### src/rtl/loader_pkg.sv
// Shared types and constants for the program loader.
package loader_pkg;
  typedef enum logic [1:0] {IDLE, LOAD, FINISH} state_t;
  localparam int LOADER_ADDR_STEP = 4;
  localparam int LOADER_DATA_W    = 32;
endpackage

### src/rtl/loader_checksum.sv
// Wrapping sum of the words written during a session.
module loader_checksum
  import loader_pkg::*;
(
  input  logic                     clk,
  input  logic                     rst,
  input  logic                     clear,
  input  logic                     enable,
  input  logic [LOADER_DATA_W-1:0] data,
  output logic [LOADER_DATA_W-1:0] sum
);
  always_ff @(posedge clk) begin
    if (rst || clear) sum <= '0;
    else if (enable)  sum <= sum + data;
  end
endmodule

### src/rtl/program_loader.sv
// Streams valid/ready words into processor memory through the load port.
// LOADER_CHECKSUM_EN builds the checksum accumulator; otherwise checksum is 0.
module program_loader
  import loader_pkg::*;
#(
  parameter int MAX_WORDS = 256,
  parameter int CNT_W     = 16
) (
  input  logic                     clk,
  input  logic                     rst,
  input  logic                     start,
  input  logic [31:0]              baseAddr,
  input  logic                     wordValid,
  input  logic [LOADER_DATA_W-1:0] wordData,
  input  logic                     wordLast,
  output logic                     wordReady,
  output logic                     load,
  output logic [31:0]              addrToLoad,
  output logic [LOADER_DATA_W-1:0] instToLoad,
  output logic                     busy,
  output logic                     done,
  output logic                     overflow,
  output logic [CNT_W-1:0]         wordCount,
  output logic [LOADER_DATA_W-1:0] checksum
);
  localparam logic [CNT_W-1:0] MAX_CNT = CNT_W'(MAX_WORDS);

  state_t      state;
  logic [31:0] addr;
  logic        acc, room;

  assign wordReady = (state == LOAD);
  assign acc       = wordReady && wordValid;
  assign room      = wordCount < MAX_CNT;

  always_ff @(posedge clk) begin
    if (rst) begin
      state      <= IDLE;
      addr       <= '0;
      load       <= 1'b0;
      addrToLoad <= '0;
      instToLoad <= '0;
      busy       <= 1'b0;
      done       <= 1'b0;
      overflow   <= 1'b0;
      wordCount  <= '0;
    end else begin
      done <= 1'b0;
      case (state)
        IDLE: if (start) begin
          state     <= LOAD;
          addr      <= baseAddr & ~32'h3;
          wordCount <= '0;
          overflow  <= 1'b0;
          busy      <= 1'b1;
        end
        LOAD: if (acc) begin
          // Once full, extra words are still accepted so the source never stalls.
          if (room) begin
            addrToLoad <= addr;
            instToLoad <= wordData;
            load       <= 1'b1;
            addr       <= addr + 32'(LOADER_ADDR_STEP);
            wordCount  <= wordCount + CNT_W'(1);
          end else begin
            overflow <= 1'b1;
          end
          if (wordLast) state <= FINISH;
        end
        FINISH: begin
          load  <= 1'b0;
          busy  <= 1'b0;
          done  <= 1'b1;
          state <= IDLE;
        end
        default: state <= IDLE;
      endcase
    end
  end

`ifdef LOADER_CHECKSUM_EN
  logic wr, clr;
  assign wr  = acc && room;
  assign clr = (state == IDLE) && start;

  loader_checksum u_csum (
    .clk   (clk),
    .rst   (rst),
    .clear (clr),
    .enable(wr),
    .data  (wordData),
    .sum   (checksum)
  );
`else
  assign checksum = '0;
`endif
endmodule
### config.mk
export PLATFORM = sky130hd
export DESIGN_NAME = program_loader
export DESIGN_NICKNAME = d
export VERILOG_FILES = /design/src/rtl/loader_pkg.sv /design/src/rtl/loader_checksum.sv /design/src/rtl/program_loader.sv
export SDC_FILE = /design/constraint.sdc
export NUM_CORES = 1
export LEC_CHECK = 0
export ABC_AREA = 1
export BUFFER_PORTS_ARGS = -buffer_cell sky130_fd_sc_hd__buf_2
export CAP_MARGIN = 20
export CORE_ASPECT_RATIO = 0.7
export CORE_MARGIN = 2
export CORE_UTILIZATION = 35
export DETAILED_ROUTE_END_ITERATION = 8
export SKIP_LAST_GASP = 1
export SLEW_MARGIN = 15
export SYNTH_ARGS = -nofsm -noshare
export SYNTH_HDL_FRONTEND = slang
export SYNTH_HIERARCHICAL = 1
export SYNTH_SLANG_ARGS = --single-unit
### constraint.sdc
create_clock -name clk -period 1.57 [get_ports clk]
set_input_delay 0.157 -clock clk [delete_from_list [all_inputs] [get_ports clk]]
set_output_delay 0.157 -clock clk [all_outputs]
set_load 0.01 [all_outputs]
==> run_results.csv <==
group,metric,value,unit
power_and_ir_drop,cellLeakagePower,0.00363,uW
cells_and_area,area.growth.synth_to_final,48.6,%
floorplan,die_height,110,um
placed_design,numPortBuffers,149,
global_route,maximum_number_of_pins_on_one_net_before_global_route_repair,74,
yosys,ys_seq_area_frac,0.408,
power_and_ir_drop,power_density,1910,nW/um^2
min_path,worstHoldPathType,"input port to flop",
floorplan,io_pins,186,
placed_design,weighted_congestion_at_the_end_of_routability_driven_global_placement,0.821,
clocking,cts_tree,"done",
cells_and_area,stdcell_count,1261,
global_route,first_global_vias,4871,
yosys,ys_ff_latch,114,
floorplan,chipWidth,155,um
clocking,h-tree-depth,4,
placed_design,place_inst,1199,
clocking,worst_skew_pair_latency,0.42,ns
yosys,synth.top_cells.by_count,"sky130_fd_sc_hd__nand2_1, sky130_fd_sc_hd__dfxtp_1, sky130_fd_sc_hd__inv_1",
floorplan,initial_utilization,0.360,
setup_path,critPathTopFamily,"compound AO/OA/AOI/OAI gates",
yosys,netlist.top_cell.by_area,"sky130_fd_sc_hd__dfxtp_1",
cells_and_area,diodes,0,
clocking,clock_tree.buffer_depth,2,
global_route,grt_overflow_total,0,
cells_and_area,post_route_cells_drive_above_1_share,0.341,
setup_path,crit_chain,"inv_4 > ha_4 > inv_4 > nor2_4 > a21oi_4 > a21boi_4 > buf_12 > clkbuf_16 > nand3_2 > a21oi_1",
setup_path,crit_path_frequent_cell,"sky130_fd_sc_hd__inv_4",
setup_path,setup.worst_path.class,"flop to flop",
outcome,run_status,"finished with violations",
power_and_ir_drop,proportion_of_power_drawn_by_flip_flops_and_latches,0.277,
clocking,cts_inserted_buffers,17,
route,drt_pre_antenna_iters,5,
route,drt_drc_violations_left,0,
placed_design,setup_slack_after_placement,-0.0947,ns
clocking,cts-hold-fix-buffers,0,
setup_path,cp-end-kind,"flop",
clocking,ctsRootBufferMaster,"sky130_fd_sc_hd__clkbuf_16",
route,avgViaCountPerCell,4.66,
yosys,syn-instance-count,833,
placed_design,hpwl,11.1,mm
yosys,synthesis.area,5600,um^2
route,dr_total_vias,5881,
route,drt-total-wl,17.4,mm
sta,finalSetupViolations,33,
sta,fin_crit,1.67,ns
sta,unrepaired_setup_endpoints_after_global_routing,"yes",
yosys,synth_cell_types,30,
clocking,cts_num_sinks,114,
setup_path,slowest_stage,"sky130_fd_sc_hd__dfxtp_4",
sta,setup-tns-final,-1.77,ns
sta,worst_slack,-0.0953,ns
setup_path,cp.buffers_inverters,4,
yosys,synth_area_leaders,"sky130_fd_sc_hd__dfxtp_1, sky130_fd_sc_hd__nand2_1, sky130_fd_sc_hd__o21ai_0, sky130_fd_sc_hd__a21oi_1, sky130_fd_sc_hd__inv_1",
power_and_ir_drop,clock_power_share,0.272,
yosys,netlist.area_leader.share,0.408,
power_and_ir_drop,cellInternalPower,9990,uW
yosys,yosys_warning_count,6,
power_and_ir_drop,worst_ir_drop_vdd,0.819,mV
yosys,async_reset_ff_frac,0,
setup_path,cp.arrival,2.01,ns
route,drt_first_iter_violations,382,
setup_path,critPathMaxStageDelay,0.37,ns
sta,final.period_utilization,1.06,
power_and_ir_drop,switching_share,0.372,
route,routed_wire_length_per_instance,13.8,um
cells_and_area,layout.nets,1125,
setup_path,critPathMaxFanout,6,
sta,timing.final.hold_violations,0,
floorplan,core-area,15500,um^2
sta,achievable-frequency,600,MHz
clocking,clkSlewWorstSetupHoldPaths,0.05,ns
floorplan,die_area,17000,um^2
cells_and_area,ff_latch_area,2290,um^2
global_route,grt_usage,0.184,
power_and_ir_drop,power.net_switching,5920,uW
setup_path,timing.critical_path.from_type,"flop",
sta,final.setup_skew,0.00996,ns
yosys,synth_edf_count,0,
cells_and_area,multi_input_comb_area,2980,um^2
global_route,antenna_found_initial,0,
route,postRouteAntennaNets,0,
outcome,failed_checks,"negative setup slack",
setup_path,required_arrival_time_at_the_worst_endpoint,1.91,ns
floorplan,core.rowCount,38,
power_and_ir_drop,combinationalPowerShare,0.452,
yosys,most_instantiated_library_cell_after_synthesis,"sky130_fd_sc_hd__nand2_1",
yosys,syn-mean-instance-area,6.72,um^2
sta,final_report_max_slew_violation_count,0,
flow_run,cap_viol_max_count,0,
cells_and_area,filler_cell_count,1505,
global_route,grt_first_pass_wirelength,24.7,mm
yosys,dominantRegCellSynth,"sky130_fd_sc_hd__dfxtp_1",
## path summary, 6_finish.rpt
path | startpoint | end | slack (ns) | cells past startpoint
worst min-delay path | wordData[1] | instToLoad[1] | 0.008 | 3
worst max-delay path | state[0] | wordCount[1] | -0.1 | 10
worst max register to register | state[0] | wordCount[1] | -0.1 | 10
worst min register to register | instToLoad[15] | instToLoad[15] | 0.44 | 2
## per-layer routing
layer  GRT usage  wire (um)
met5           0          0
met4      0.0549        203
met3      0.0406       1180
met2       0.268       7420
met1       0.271       8590
## worst reg2reg max path: stages (launching register included)
cell	delay, ns
sky130_fd_sc_hd__dfxtp_4	0.37
sky130_fd_sc_hd__inv_4	0.04
sky130_fd_sc_hd__ha_4	0.16
sky130_fd_sc_hd__inv_4	0.08
sky130_fd_sc_hd__nor2_4	0.04
sky130_fd_sc_hd__a21oi_4	0.19
sky130_fd_sc_hd__a21boi_4	0.23
sky130_fd_sc_hd__buf_12	0.15
sky130_fd_sc_hd__clkbuf_16	0.15
sky130_fd_sc_hd__nand3_2	0.05
sky130_fd_sc_hd__a21oi_1	0.13
## area by class of cell
class	instances	area share
clock buffer	22	0.0570
clock inverter	9	0.0212
inverter	109	0.0507
multi-input combinational	572	0.358
sequential	114	0.276
tap	200	0.0301
timing repair buffer	235	0.207
## state kept, by name, indices dropped and copies added (netlist names)
register	count
state	2
done	1
overflow	1
addr	30
instToLoad	32
addrToLoad	30
wordCount	16
load	1
busy	1
## power groups by stage
stage	combinational [uW]	clock, uW	sequential [uW]
final	7190	4320	4400
after global routing	7880	4530	4520
after CTS	5680	4370	4360
after detailed placement	5350	0	4400
after global placement	5300	0	4390
after floorplan	3070	0	4520
## layout by cell type, fill, tap and decap left out, drive strengths merged
cell,n
buf,228
nand2,170
dfxtp,114
inv,109
nor2,104
o21ai,101
a21oi,100
nand3,41
conb,34
clkbuf,29
ha,7
nor3,6
bufinv,5
clkinv,3
a31oi,2
a21boi,1
o21bai,1
xor2,1
nand4,1
or2,1
o221ai,1
and2,1
clkinvlp,1
## stage by stage
step | hold slack (ns) | util | total power [uW] | area [um^2]
4_1_cts | 0.0189 | 0.489 | 14400 | 7600
6_report | 0.00776 | 0.535 | 15900 | 8310
5_1_grt | 0.00488 | 0.535 | 16900 | 8310
3_5_place_dp | 0.432 | 0.439 | 9760 | 6830
2_1_floorplan | 0.317 | - | 7600 | 5740
3_3_place_gp | 0.429 | 0.439 | 9690 | 6830
## kinds of logic after synthesis
family | count (synthesis) | share of synthesized area
adders and majority gates | 7 | 0.0157
other | 1 | 0.000670
DFF | 114 | 0.408
AOI/OAI and AO/OA | 206 | 0.190
xor gates and xnor gates | 1 | 0.00157
and+or+nand+nor | 322 | 0.233
buffers and inverters | 182 | 0.151
## timing repair
item	4_1_cts	5_1_grt
pin swaps	3	35
endpoints found under the hold margin	0	0
resized for setup	19	156
cloned	1	12
setup endpoints to repair	89	104
setup buffers	6	12
No activity file was read; power rests on OpenSTA's default activity.
